**src/rtl/axi_lite_master_bridge.sv**
```systemverilog
// axi_lite_master_bridge: single-outstanding core load/store to AXI4 one-beat read/write bridge
// with per-transaction watchdog; all AXI and core-side outputs are registered.
module axi_lite_master_bridge #(
    parameter logic [3:0]  ID      = 4'd0,
    parameter int unsigned TIMEOUT = 1024
) (
    input  logic        clk,
    input  logic        rst,
    input  logic        req_valid,
    output logic        req_ready,
    input  logic        req_wen,
    input  logic [31:0] req_addr,
    input  logic [2:0]  req_size,
    input  logic [31:0] req_wdata,
    input  logic [3:0]  req_wstrb,
    output logic        resp_valid,
    input  logic        resp_ready,
    output logic [31:0] resp_rdata,
    output logic        resp_err,
    output logic        arvalid,
    input  logic        arready,
    output logic [31:0] araddr,
    output logic [3:0]  arid,
    output logic [7:0]  arlen,
    output logic [2:0]  arsize,
    output logic [1:0]  arburst,
    input  logic        rvalid,
    output logic        rready,
    input  logic [31:0] rdata,
    input  logic [1:0]  rresp,
    input  logic [3:0]  rid,
    input  logic        rlast,
    output logic        awvalid,
    input  logic        awready,
    output logic [31:0] awaddr,
    output logic [3:0]  awid,
    output logic [7:0]  awlen,
    output logic [2:0]  awsize,
    output logic [1:0]  awburst,
    output logic        wvalid,
    input  logic        wready,
    output logic [31:0] wdata,
    output logic [3:0]  wstrb,
    output logic        wlast,
    input  logic        bvalid,
    output logic        bready,
    input  logic [1:0]  bresp,
    input  logic [3:0]  bid
);
    typedef enum logic [2:0] {IDLE, RD_AR, RD_R, WR_AWW, WR_B, RESP} state_t;

    state_t      state_q, state_d;
    logic [31:0] addr_q, addr_d, wdata_q, wdata_d, rdata_q, rdata_d, wd_q, wd_d, wd_inc;
    logic [2:0]  size_q, size_d;
    logic [3:0]  wstrb_q, wstrb_d;
    logic        req_ready_q, req_ready_d, resp_valid_q, resp_valid_d, err_q, err_d;
    logic        arvalid_q, arvalid_d, rready_q, rready_d, awvalid_q, awvalid_d;
    logic        wvalid_q, wvalid_d, bready_q, bready_d, aw_done_q, aw_done_d, w_done_q, w_done_d;
    logic        busy, expire, unused_resp_lsb;

    assign unused_resp_lsb = rresp[0] ^ bresp[0];

    always_comb begin
        state_d      = state_q;
        addr_d       = addr_q;
        size_d       = size_q;
        wdata_d      = wdata_q;
        wstrb_d      = wstrb_q;
        rdata_d      = rdata_q;
        err_d        = err_q;
        req_ready_d  = req_ready_q;
        resp_valid_d = resp_valid_q;
        arvalid_d    = arvalid_q;
        rready_d     = rready_q;
        awvalid_d    = awvalid_q;
        wvalid_d     = wvalid_q;
        bready_d     = bready_q;
        aw_done_d    = aw_done_q;
        w_done_d     = w_done_q;
        wd_inc       = wd_q + 32'd1;
        busy         = state_q inside {RD_AR, RD_R, WR_AWW, WR_B};
        expire       = (TIMEOUT != 0) && (wd_inc >= TIMEOUT - 1);
        wd_d         = busy ? wd_inc : wd_q;
        case (state_q)
            IDLE: if (req_valid && req_ready_q) begin
                addr_d      = req_addr;
                size_d      = req_size;
                wdata_d     = req_wdata;
                wstrb_d     = req_wstrb;
                wd_d        = '0;
                req_ready_d = 1'b0;
                aw_done_d   = 1'b0;
                w_done_d    = 1'b0;
                awvalid_d   = req_wen;
                wvalid_d    = req_wen;
                arvalid_d   = !req_wen;
                state_d     = req_wen ? WR_AWW : RD_AR;
            end
            RD_AR: if (arready) begin
                arvalid_d = 1'b0;
                rready_d  = 1'b1;
                state_d   = RD_R;
            end
            RD_R: if (rvalid) begin
                rready_d     = 1'b0;
                rdata_d      = rdata;
                err_d        = rresp[1] | (rid != ID) | !rlast;
                resp_valid_d = 1'b1;
                state_d      = RESP;
            end
            WR_AWW: begin
                aw_done_d = aw_done_q | (awvalid_q & awready);
                w_done_d  = w_done_q | (wvalid_q & wready);
                awvalid_d = awvalid_q & ~awready;
                wvalid_d  = wvalid_q & ~wready;
                if (aw_done_d && w_done_d) begin
                    bready_d = 1'b1;
                    state_d  = WR_B;
                end
            end
            WR_B: if (bvalid) begin
                bready_d     = 1'b0;
                rdata_d      = '0;
                err_d        = bresp[1] | (bid != ID);
                resp_valid_d = 1'b1;
                state_d      = RESP;
            end
            RESP: if (resp_ready) begin
                resp_valid_d = 1'b0;
                req_ready_d  = 1'b1;
                state_d      = IDLE;
            end
            default: state_d = IDLE;
        endcase
        // A response arriving in the expiry cycle still wins over the timeout
        if (busy && expire && state_d != RESP) begin
            arvalid_d    = 1'b0;
            rready_d     = 1'b0;
            awvalid_d    = 1'b0;
            wvalid_d     = 1'b0;
            bready_d     = 1'b0;
            rdata_d      = '0;
            err_d        = 1'b1;
            resp_valid_d = 1'b1;
            state_d      = RESP;
        end
    end

    always_ff @(posedge clk or negedge rst) begin
        if (!rst) begin
            state_q      <= IDLE;
            addr_q       <= '0;
            size_q       <= '0;
            wdata_q      <= '0;
            wstrb_q      <= '0;
            rdata_q      <= '0;
            err_q        <= 1'b0;
            wd_q         <= '0;
            req_ready_q  <= 1'b1;
            resp_valid_q <= 1'b0;
            arvalid_q    <= 1'b0;
            rready_q     <= 1'b0;
            awvalid_q    <= 1'b0;
            wvalid_q     <= 1'b0;
            bready_q     <= 1'b0;
            aw_done_q    <= 1'b0;
            w_done_q     <= 1'b0;
        end else begin
            state_q      <= state_d;
            addr_q       <= addr_d;
            size_q       <= size_d;
            wdata_q      <= wdata_d;
            wstrb_q      <= wstrb_d;
            rdata_q      <= rdata_d;
            err_q        <= err_d;
            wd_q         <= wd_d;
            req_ready_q  <= req_ready_d;
            resp_valid_q <= resp_valid_d;
            arvalid_q    <= arvalid_d;
            rready_q     <= rready_d;
            awvalid_q    <= awvalid_d;
            wvalid_q     <= wvalid_d;
            bready_q     <= bready_d;
            aw_done_q    <= aw_done_d;
            w_done_q     <= w_done_d;
        end
    end

    assign req_ready  = req_ready_q;
    assign resp_valid = resp_valid_q;
    assign resp_rdata = rdata_q;
    assign resp_err   = err_q;
    assign arvalid    = arvalid_q;
    assign araddr     = addr_q;
    assign arid       = ID;
    assign arlen      = 8'd0;
    assign arsize     = size_q;
    assign arburst    = 2'b01;
    assign rready     = rready_q;
    assign awvalid    = awvalid_q;
    assign awaddr     = addr_q;
    assign awid       = ID;
    assign awlen      = 8'd0;
    assign awsize     = size_q;
    assign awburst    = 2'b01;
    assign wvalid     = wvalid_q;
    assign wdata      = wdata_q;
    assign wstrb      = wstrb_q;
    assign wlast      = wvalid_q;
    assign bready     = bready_q;
endmodule

```
**config.mk**
```make
export PLATFORM = sky130hd
export DESIGN_NAME = axi_lite_master_bridge
export DESIGN_NICKNAME = d
export VERILOG_FILES = /design/src/rtl/axi_lite_master_bridge.sv
export SDC_FILE = /design/constraint.sdc
export NUM_CORES = 1
export LEC_CHECK = 0
export ABC_CLOCK_PERIOD_IN_PS = 3400
export CAP_MARGIN = 20
export CORE_AREA = 3 3 114 116
export DETAILED_ROUTE_END_ITERATION = 10
export DIE_AREA = 0 0 117 119
export DONT_BUFFER_PORTS = 1
export HOLD_SLACK_MARGIN = 0.02
export PLACE_DENSITY = 0.85
export SLEW_MARGIN = 20
export SYNTH_ARGS = -nofsm -noshare
export SYNTH_HDL_FRONTEND = slang
export SYNTH_SLANG_ARGS = --single-unit
export TNS_END_PERCENT = 100
```
**constraint.sdc**
```tcl
create_clock -name clk -period 3.4 [get_ports clk]
set_clock_uncertainty 0.2 [all_clocks]
set_input_delay 0.51 -clock clk [delete_from_list [all_inputs] [get_ports clk]]
set_output_delay 0.51 -clock clk [all_outputs]
set_load 0.02 [all_outputs]
```
Yosys cells after proc, flatten, opt, wreduce, memory -nomap -nowiden

Index checks and enable logic that the tools add are counted.

Register bits: 148
Input bits: 126
Output and inout bits: 175

$add $sub $neg: 1
$lt $le $gt $ge: 1
Equality and inequality tests: 14
Muxes and demuxes: 47
Bitwise gates (word level): 11
Reduce and logical (&&, ||, !) cells: 27

Operator list:

| cell                  | number |
|---|---|
| $mux 32               | 6 |
| $pmux 32 s2           | 1 |
| $add 32x1->32 const B | 1 |
| $ge 32x10->1 const B  | 1 |
| $mux 1                | 21 |
| $mux 3                | 7 |
| $pmux 1 s2            | 9 |
| $pmux 3 s6            | 1 |
| $reduce_bool 4->1     | 4 |
| $reduce_and 3->1      | 5 |
| $reduce_bool 3->1     | 5 |
| $ne 3x2->1 const B    | 3 |
| $ne 3x3->1 const B    | 3 |
| $eq 3x2->1 const B    | 2 |
| $eq 3x3->1 const B    | 2 |
| $reduce_and 2->1      | 3 |
| $or 1x1->1            | 5 |
| $and 1x1->1           | 4 |
| $logic_and 1x1->1     | 4 |
| $ne 2x2->1 const B    | 2 |
| $reduce_and 4->1      | 1 |
| $reduce_bool 2->1     | 2 |
| $eq 3x1->1 const B    | 1 |
| $logic_not 3->1       | 1 |
| 5 further kinds       | 7 |

Logic depth before layout (Yosys ltp)

Depth in word-level cells: 9
Gate-level depth with buffers: 11
Depth with buffers taken out: 9

Worst setup path after synthesis

Ideal clock, no wire load.

Path type: flip-flop to flip-flop
From: reg wd_q[3]
To: reg rdata_q[10], in the netlist resp_rdata[10]
Library setup time: 0.066 ns
Arrival: 2.732 ns
Required time: 3.134 ns
Slack: 0.402 ns
Stages on the path, launching flop included: 11
Path buffers: 2
Path through: dfrtp_1 > buf_2 > nand4_2 > or4_4 > nor4_4 > nand3_1 > a211o_1 > nor4_2 > a31o_4 > buf_6 > a22o_1

Longest elaborated chain between the ends: 6
Elaborated cells on any way between the ends: 9
Those cells by class: add/sub (1); order compare (1); eq/ne (2); mux (1); reduce/logical (4)

Ends and longest elaborated chain:

| item                                                                    | RTL line | text |
|---|---|---|
| start, declared                                                         | 53       | `logic [31:0] addr_q, addr_d, wdata_q, wdata_d, rdata_q, rdata_d, wd_q, wd_d, wd_inc;` |
| start signal, assigned                                                  | 176      | `wd_q <= wd_d;` |
| $add 32x1->32 *                                                         | 80       | `wd_inc = wd_q + 32'd1;` |
| $ge 32x10->1 *                                                          | 82       | `expire = (TIMEOUT != 0) && (wd_inc >= TIMEOUT - 1);` |
| $logic_and 1x1->1 * (2 in series)                                       | 136      | `if (busy && expire && state_d != RESP) begin` |
| $ne 3x2->1 (no source line) / $reduce_bool 3->1 (equally long branches) | -        |  |
| $reduce_and 3->1 (no source line)                                       | -        |  |
| end signal, assigned                                                    | 174      | `rdata_q <= rdata_d;` |
| end, declared                                                           | 53       |  |

Mark *: on every way between the ends. The rest lies on a longest branch, timed or not.
A chain may end at the register's enable or synchronous reset.

Worst setup path after layout

From: reg wd_q[14]
To: reg rdata_q[28], in the netlist resp_rdata[28]

Same word-level chain as after synthesis.

==> metrics.md <==
| Metric | Value |
|---|---|
| Status | `finished, violations left` |
| Failing checks | `negative hold slack` |
| First-pass GRT wire length | `~34 mm` |
| Setup slack, reg-to-reg | `0.12 ns` |
| Starting Density | `60.4%` |
| Fillers | `800` |
| Slowest cell on the critical path | `or4_4` |
| Cell Pwr Density | `925 nW/µm²` |
| Post-route design area | `8560 µm²` |
| Core Region | `12000 µm²` |
| Placed Area | `7010 µm²` |
| # IOs | `301` |
| Number of library cell types mapped by synthesis | `58` |
| Rel. slew slack | `27.2%` |
| Endpoints failing hold | `around 150` |
| Final period util | `96.6%` |
| Number of synthesized flops with an enable pin | `0` |
| Critical path's largest stage delay | `around 0.67 ns` |
| Buffer and inverter count on the worst path | `0` |
| Commonest cells post-synth | `nand2_1 (252), dfrtp_1 (147), buf_4 (66)` |
| Largest net degree at the start of global routing | `149` |
| Required time of the critical path | `3.56 ns` |
| Post-synth ARST share | `100%` |
| Die Wd | `117 µm` |
| Clock net sink count | `between 100 and 150` |
| Layout cells sized above 1 | `8.19%` |
| Pre-CTS setup slack | `approximately 0.11 ns` |
| Number of placement rows | `40` |
| Critical path capture point type | `flop` |
| DIE AREA | `13900 µm²` |
| WL/cell | `22.5 µm` |
| Post-Syn Area per Cell | `9.12 µm²` |
| Fin. max-slew vios | `0` |
| WHS | `-0.435 ns` |
| Max Freq | `0.304 GHz` |
| Post-Syn Instances | `796` |
| Via density | `6.22` |
| Gpl congestion | `a little under 0.9` |
| Seq cells post-synth | `approximately 150` |
| Sequential area share after synthesis | `51.0%` |
| DR vias | `6238` |
| Initial DRC Count | `794` |
| Final setup violation count | `0` |
| Most frequent cell after synthesis | `nand2_1` |
| Fin worst setup slack | `0.115 ns` |
| Num CTS Buffers | `17` |
| Maximum clock insertion buffer count | `2` |
| I/O Buffers | `0` |
| CP Cell Sequence | `nand3_1 > or4_4 > or3_1 > xor2_1 > nand3_1 > nor4_4 > a31o_4 > a22o_1` |
| Detailed placement HPWL | `13.3 mm` |
| Worst skew pair latency | `0.43 ns` |
| GRT Util Overall | `31.5%` |
| DRC | `0` |
| Final core occ | `71.2%` |
| Ys flop type | `dfrtp_1` |
| HP Class | `input port to asynchronous set/reset pin` |
| Setup CP Type | `flop to flop` |
| Unrepaired setup endpoints after global routing | `true` |
| TritonCTS clock tree | `built` |
| Arrival @ worst endpoint | `about 3.5 ns` |
| Share of the synthesized area in the top cell type | `50.7%` |
| WL final | `22.6 mm` |
| Area grow syn2layout | `17.9%` |
| Synth area leader | `dfrtp_1` |
| Worst slew pin tran | `1.08 ns` |
| CP Max Fanout | `16` |
| Top cells by area, synth | `dfrtp_1 (51%), nand2_1 (13%), buf_4 (6.8%)` |
| First-pass detailed-route iteration total | `6` |
| CTS root buf | `clkbuf_16` |
| Yosys warns | `0` |
| Synthesized area | `slightly above 7000 µm²` |
| Critical path's top delay family | `simple AND/OR/NAND/NOR gates` |
| CTS clk-pin slew, worst paths | `0.07 ns` |
| ANT nets after route | `0` |
| H-tree levels | `4` |
| Die H | `between 100 and 150 µm` |
| Total Power | `approximately 0.0079 W` |
| Number of max-cap violations | `0` |
| Gr ovfl total | `0` |
| Number of global-route vias before repair | `roughly 6.1k` |
| Worst vdd ir | `0.618 mV` |
| Final worst path period need | `3.28 ns` |
| Initial antenna violation count | `1` |
| Lkg Pwr | `4.10 nW` |
| Nets | `between 900 and 1k` |
| Critical Path Start Type | `flop` |
| CP dominant cell by count | `nand3_1` |
-- where the power goes --
part / switching, W / internal (W) / total (W)
Combinational: 0.00131 / 0.000817 / 0.00213
Sequential: 0.00156 / 0.00237 / 0.00393
Clock: 0.000810 / 0.00105 / 0.00186
Total: 0.00368 / 0.00423 / 0.00792
-- cell usage in the layout, fill, tap and decap left out, types with 15 or more instances in the layout --
master,synthesis,routed
clkbuf_16,0,17
nor2_1,45,44
a22o_1,32,32
dlygate4sd3_1,0,92
buf_4,66,18
xor2_1,24,24
nand2_1,252,252
o21ai_0,15,15
dfrtp_1,147,146
a21oi_1,16,15
xnor2_1,15,15
conb_1,2,28
nand3_1,25,25
-- registers in the layout (all words and copies together), names as in the netlist, 3 cells and up --
signal and flops:
araddr 32, arsize 3, resp_rdata 32, state_q 3, wd_q 32, wdata 32, wstrb 4
-- worst register-to-register path, delay by kind of cell (launching register included) --
family                    cells  cell delay, ns
xor gates and xnor gates      1            0.16
AOI/OAI and AO/OA             2            0.58
DFF                           1            0.42
and+or+nand+nor               5            1.87
-- final timing paths --
kind | start | cells past startpoint | to
min in group clk | rdata[30] | 1 | resp_rdata[30]
worst max-delay path | wd_q[14] | 8 | resp_rdata[28]
worst min-delay path | rst | 0 | wdata[26]
max in group asynchronous | rst | 0 | req_ready
worst min register to register | w_done_q | 2 | w_done_q
worst max register to register | wd_q[14] | 8 | resp_rdata[28]
-- area by class of cell --
| class | instances | area (µm²) | share of cell area (%) |
|---|---|---|---|
| Inverter | 4 | 15.0 | 0.175 |
| Sequential cell | 148 | 3710 | 43.3 |
| Clock buffer | 18 | 439 | 5.13 |
| Tap cell | 147 | 184 | 2.15 |
| Timing Repair Buffer | 110 | 1060 | 12.3 |
| Antenna cell | 1 | 2.50 | 0.0292 |
| Multi-Input combinational cell | 561 | 3010 | 35.2 |
| Clock inverter | 14 | 143 | 1.67 |
-- repair_timing --
item | 4_1_cts | 5_1_grt
endpoints found under the setup margin | 0 | 37
hold buffers | 91 | 1
endpoints found under the hold margin | 239 | 149
setup buffers | 0 | 0
resized for setup | 0 | 6
-- cells by family (layout without fill, tap and decap cells) --
kind of cell / after synthesis / in the layout / synth area share, %
fa+ha+maj: 2 / 2 / 0.345
compound gates: 90 / 91 / 9.10
other cells: 2 / 29 / 0.103
buf+inv: 114 / 146 / 9.65
mux: 3 / 3 / 0.431
xor+xnor: 39 / 39 / 4.71
simple gates: 398 / 398 / 24.6
flops: 148 / 148 / 51.0
-- metal layers --
layer | GRT usage (%) | up-vias | wire [µm]
li1 | - | 2654 | -
met1 | 36.4 | 3015 | 7960
met3 | 14.0 | 108 | 2740
met5 | 0 | - | 13
met2 | 50.2 | 459 | 10900
met4 | 13.5 | 2 | 1010
-- metrics by stage --
step / std cells / setup TNS (ns)
finish: 1003 / 0
detailed placement: 877 / 0
global route: 1002 / -0.0515
CTS: 1000 / 0
floorplan: 822 / 0
global placement: 877 / 0
Power figures use the tool's default switching activity.
